**config.mk**
```make
export PLATFORM = sky130hd
export DESIGN_NAME = gray_count_receiver
export DESIGN_NICKNAME = d
export VERILOG_FILES = /design/src/rtl/gray_count_receiver.sv
export SDC_FILE = /design/constraint.sdc
export NUM_CORES = 1
export LEC_CHECK = 0
export CORE_AREA = 3 3 61 63
export CTS_CLUSTER_SIZE = 8
export DETAILED_ROUTE_END_ITERATION = 8
export DIE_AREA = 0 0 64 66
export PLACE_DENSITY = 0.8
export SETUP_SLACK_MARGIN = 0.5
export SLEW_MARGIN = 10
export SYNTH_ARGS = -nofsm -noshare
export SYNTH_HDL_FRONTEND = slang
export SYNTH_SLANG_ARGS = --single-unit
```
**constraint.sdc**
```tcl
create_clock -name clk_out -period 3.6 [get_ports clk_out]
set_clock_uncertainty 0.2 [all_clocks]
set_input_delay 0.36 -clock clk_out [delete_from_list [all_inputs] [get_ports clk_out]]
set_output_delay 0.36 -clock clk_out [all_outputs]
set_load 0.1 [all_outputs]
```
**src/rtl/gray_count_receiver.sv**
```systemverilog
// Destination-domain receiver for a Gray-coded counter: synchronises it into clk_out,
// converts it to binary, validates each transition and accumulates legal +1 steps.
module gray_count_receiver #(
  parameter int GW          = 2,
  parameter int SYNC_STAGES = 2,
  parameter int ACC_W       = 16
) (
  input  logic             clk_out,
  input  logic             rst,
  input  logic [GW-1:0]    gray_i,
  input  logic             clr_i,
  output logic [GW-1:0]    bin_o,
  output logic             step_o,
  output logic [ACC_W-1:0] total_o,
  output logic             lock_o,
  output logic             err_o,
  output logic             ovf_o
);

  typedef enum logic {INIT, TRACK} state_e;

  state_e             state_q, state_d;
  logic [GW-1:0]      sync_q [SYNC_STAGES];
  logic [GW-1:0]      sync_d [SYNC_STAGES];
  logic [GW-1:0]      p_q, p_d;
  logic [GW-1:0]      bin_q, bin_d;
  logic [ACC_W-1:0]   total_q, total_d;
  logic               step_q, step_d;
  logic               lock_q, lock_d;
  logic               err_q, err_d;
  logic               ovf_q, ovf_d;

  logic [GW-1:0]      s;
  logic [GW-1:0]      diff;
  logic               one_bit;
  logic               fwd;
  logic               legal;

  function automatic logic [GW-1:0] gray2bin(input logic [GW-1:0] g);
    logic [GW-1:0] b;
    b[GW-1] = g[GW-1];
    for (int unsigned i = 1; i < GW; i++) begin
      b[GW-1-i] = b[GW-i] ^ g[GW-1-i];
    end
    return b;
  endfunction

  always_comb begin
    sync_d[0] = gray_i;
    for (int unsigned k = 1; k < SYNC_STAGES; k++) begin
      sync_d[k] = sync_q[k-1];
    end
  end

  assign s       = sync_q[SYNC_STAGES-1];
  assign diff    = s ^ p_q;
  // exactly one bit differs: non-zero and a power of two
  assign one_bit = (diff != '0) && ((diff & (diff - GW'(1))) == '0);
  assign fwd     = gray2bin(s) == (gray2bin(p_q) + GW'(1));

  always_comb begin
    state_d = state_q;
    p_d     = p_q;
    bin_d   = bin_q;
    total_d = total_q;
    step_d  = 1'b0;
    lock_d  = lock_q;
    err_d   = err_q;
    ovf_d   = ovf_q;
    legal   = 1'b0;

    if (clr_i) begin
      total_d = '0;
      err_d   = 1'b0;
      ovf_d   = 1'b0;
    end

    case (state_q)
      INIT: begin
        p_d     = s;
        bin_d   = gray2bin(s);
        lock_d  = 1'b1;
        state_d = TRACK;
      end
      TRACK: begin
        if (diff != '0) begin
          p_d   = s;
          bin_d = gray2bin(s);
          if (one_bit && fwd) legal = 1'b1;
          else                err_d = 1'b1;
        end
      end
      default: state_d = INIT;
    endcase

    // a step coinciding with clear is counted into the freshly cleared total
    if (legal) begin
      step_d = 1'b1;
      if (clr_i)                total_d = {{(ACC_W-1){1'b0}}, 1'b1};
      else if (total_q == '1)   ovf_d   = 1'b1;
      else                      total_d = total_q + ACC_W'(1);
    end
  end

  always_ff @(posedge clk_out or negedge rst) begin
    if (!rst) begin
      for (int unsigned k = 0; k < SYNC_STAGES; k++) sync_q[k] <= '0;
      state_q <= INIT;
      p_q     <= '0;
      bin_q   <= '0;
      total_q <= '0;
      step_q  <= 1'b0;
      lock_q  <= 1'b0;
      err_q   <= 1'b0;
      ovf_q   <= 1'b0;
    end else begin
      for (int unsigned k = 0; k < SYNC_STAGES; k++) sync_q[k] <= sync_d[k];
      state_q <= state_d;
      p_q     <= p_d;
      bin_q   <= bin_d;
      total_q <= total_d;
      step_q  <= step_d;
      lock_q  <= lock_d;
      err_q   <= err_d;
      ovf_q   <= ovf_d;
    end
  end

  assign bin_o   = bin_q;
  assign step_o  = step_q;
  assign total_o = total_q;
  assign lock_o  = lock_q;
  assign err_o   = err_q;
  assign ovf_o   = ovf_q;

endmodule

```
==> flow_summary.json <==
{
  "avgViaCountPerCell": 5.66,
  "cts_tree": "built",
  "relSlewSlack": 0.340,
  "synth_mux_area_frac": 0.0776,
  "worstMarginPinSlew_ns": 0.988,
  "grt_antenna_before_repair": 0,
  "final_area_um2": 1780,
  "yosys_warnings": 0,
  "rrSetupSlack_ns": 1.0,
  "pre_cts_slack_ns": 1.03,
  "power_frac_comb": 0.188,
  "fin_ws_ns": 0.998,
  "synth_fa_ha_area_frac": 0.0172,
  "hold_class": "input pin to asynchronous set/reset pin",
  "setup_tns_ns": 0,
  "hold_viol": 0,
  "start_util": 0.442,
  "drv_cap": 0,
  "synth_top_area_share": 0.483,
  "r2r-end": "total_o[14]$_DFF_PN0_",
  "power_uw": 678,
  "wl_met1_mm": 1.30,
  "synthesis.nets": 152,
  "clk_latency_ns": 0.35,
  "ys_seq_elements": 28,
  "die_h_um": 66,
  "top_layer_used": "met4",
  "path_class": "flop to flop",
  "layout-drive-gt1-share": 0.0952,
  "ios": 27,
  "crit_fanout": 22,
  "synth_cells": 145,
  "end_kind": "flop",
  "dr_wl_met2_mm": 1.54,
  "port_buffers": 26,
  "power_switching_uw": 203,
  "crit_chain": "xnor2_1, ha_1, nand3b_1, or3b_4, nor4_1, mux2_2",
  "wl_per_cell_um": 14.3,
  "dieArea_um2": 4220,
  "path_depth": 6,
  "r2r-start": "s[0]$_DFF_PN0_",
  "seq_area_frac_synth": 0.483,
  "fin_util": 0.543,
  "core_um2": 3280,
  "nFillCells": 279,
  "drt_iter0_markers": 42,
  "setup_viol": 0,
  "numCtsBuffers": 3,
  "power_frac_seq": 0.496,
  "synthesis.area_um2": 1450,
  "grt_setup_unrepaired": "false",
  "switching_share": 0.300,
  "worst_ir_drop_vdd_uv": 159,
  "dr_wl_met3_um": 137,
  "syn2layout_area_growth_pct": 22.9,
  "cp.arrival_ns": 2.66,
  "cts.sinks": 28,
  "slowest_delay_ns": 0.51,
  "drc_errors": 0,
  "outcome": "finished clean",
  "antenna-diode-count": 0,
  "drtAntennaViolNets": 0,
  "place_area_um2": 1730,
  "synth_top_family_by_area": "simple AND/OR/NAND/NOR gates",
  "h-tree-depth": 1,
  "yosysUniqueCellTypes": 28,
  "finalWeightedCongestion": 0.856,
  "grt_use_total": 0.155,
  "synthXorXnorAreaFrac": 0.0302,
  "synth_compound_area_frac": 0.0862,
  "powerDensity_nw_per_um2": 380,
  "critPathSlowestCell": "or3b_4",
  "cp-start-kind": "flop",
  "ctsHoldBuffers": 0,
  "reg2reg_depth": 6,
  "ctsResizeCount": 0,
  "grt-ovfl-total": 0,
  "min_period_ns": 2.60,
  "grt_max_degree": 29,
  "synthSimpleGateAreaFrac": 0.254,
  "pwr-share-clk": 0.316,
  "hpwlAfterDp_mm": 2.17,
  "max_freq_mhz": 384,
  "cp_num_buf_inv": 0,
  "critPathTopFamily": "simple AND/OR/NAND/NOR gates",
  "internal_power_uw": 475,
  "ctsRootBufferMaster": "clkbuf_4",
  "post_cts.repair.setup_buffers": 0,
  "period_share": 0.723,
  "routed_wl_mm": 3.06,
  "ys_top_cells_by_area": "dfrtp_1 (48%), mux2_2 (7.8%), o31ai_1 (3.6%)",
  "clk_pin_slew_ns": 0.16,
  "maxSlewViolCount": 0,
  "crit_required_ns": 3.66,
  "row_count": 21,
  "routed-via-count": 1212,
  "cts_buffer_depth": 2,
  "drtPass1Iterations": 4,
  "grt_pass1_wl_mm": 5.14,
  "die_width_um": 64,
  "grt_pass1_vias": 1175,
  "finalNetCount": 176,
  "p_leak_uw": 0.000692,
  "avgSynthCellArea_um2": 10.0,
  "synth_area_leader_cell": "dfrtp_1"
}
how the worst max path moves through the flow:
stage | from | end
floorplan | total_o[0]$_DFF_PN0_ | total_o[13]$_DFF_PN0_
global placement | s[0]$_DFF_PN0_ | total_o[14]$_DFF_PN0_
detailed placement | s[1]$_DFF_PN0_ | total_o[14]$_DFF_PN0_
CTS | s[0]$_DFF_PN0_ | total_o[14]$_DFF_PN0_
global route | s[0]$_DFF_PN0_ | total_o[14]$_DFF_PN0_
finish | s[0]$_DFF_PN0_ | total_o[14]$_DFF_PN0_
kinds of logic (layout without fill, tap and decap cells):
logic type,after synthesis,in the layout
and+or+nand+nor,64,64
DFF,28,28
AOI/OAI and AO/OA,20,20
buffers and inverters,15,38
muxes,10,10
xor gates and xnor gates,5,5
adders and majority gates,2,2
other,1,1
cell usage in the layout (no fill, tap or decap):
cell,instances
or3b_4,1
nand2_1,5
clkbuf_4,3
o32ai_1,2
ha_1,2
clkdlybuf4s50_1,26
and2_1,1
nor2_1,12
mux2_2,10
or4_1,7
nand3b_1,1
buf_4,1
nor3_1,2
o21ai_0,1
nor2b_1,8
conb_1,1
o31ai_1,7
and3_1,1
dfrtp_1,28
inv_1,7
and4_1,4
nand3_1,9
nor4_1,6
nand4_1,6
nand2b_1,1
a21oi_1,10
bufinv_16,1
xnor2_1,5
registers in the layout, indices dropped and copies added (netlist names):
signal   count
bin_o        1
err_o        1
lock_o       1
ovf_o        1
p_q          2
s            2
state_q      1
step_o       1
sync_d       2
total_o     16
cell usage after synthesis:
library cell and count:
dfrtp_1 28, nor2_1 12, a21oi_1 10, mux2_2 10, nand3_1 9, nor2b_1 8, inv_1 7, o31ai_1 7
or4_1 7, nand4_1 6, nor4_1 6, nand2_1 5, xnor2_1 5, and4_1 4, buf_2 3, clkbuf_1 3
ha_1 2, nor3_1 2, o32ai_1 2, and2_1 1, and3_1 1, buf_4 1, buf_6 1, conb_1 1
nand2b_1 1, nand3b_1 1, o21ai_0 1, or3b_4 1
power by group through the flow:
stage	sequential, uW	combinational [uW]	clock [uW]
6_report	337	127	214
3_3_place_gp	342	125	0
5_1_grt	338	135	226
3_5_place_dp	343	128	0
4_1_cts	337	128	213
2_1_floorplan	389	48.3	0
metrics by stage:
stage | instances | hold slack [ns]
after floorplan | 145 | -0.136
after global placement | 210 | 0.135
after detailed placement | 210 | 0.140
after CTS | 214 | 0.173
after global routing | 214 | 0.184
final | 214 | 0.165
per-layer routing:
layer  up-vias  global-route usage
met5         -                   0
met4         0               0.108
met3         9              0.0289
met2        47               0.254
met1       582               0.182
li1        574                   -
cell type report:
cell class | count | area (um^2) | area share
flip-flops and latches | 28 | 701 | 0.393
multi-input cells | 102 | 679 | 0.381
repair buffers | 27 | 268 | 0.150
well taps | 46 | 57.6 | 0.0323
clock inverters | 1 | 30.0 | 0.0168
inverters | 7 | 26.3 | 0.0147
clock buffers | 3 | 22.5 | 0.0126
Note: power is estimated with default switching activity, not from simulation.
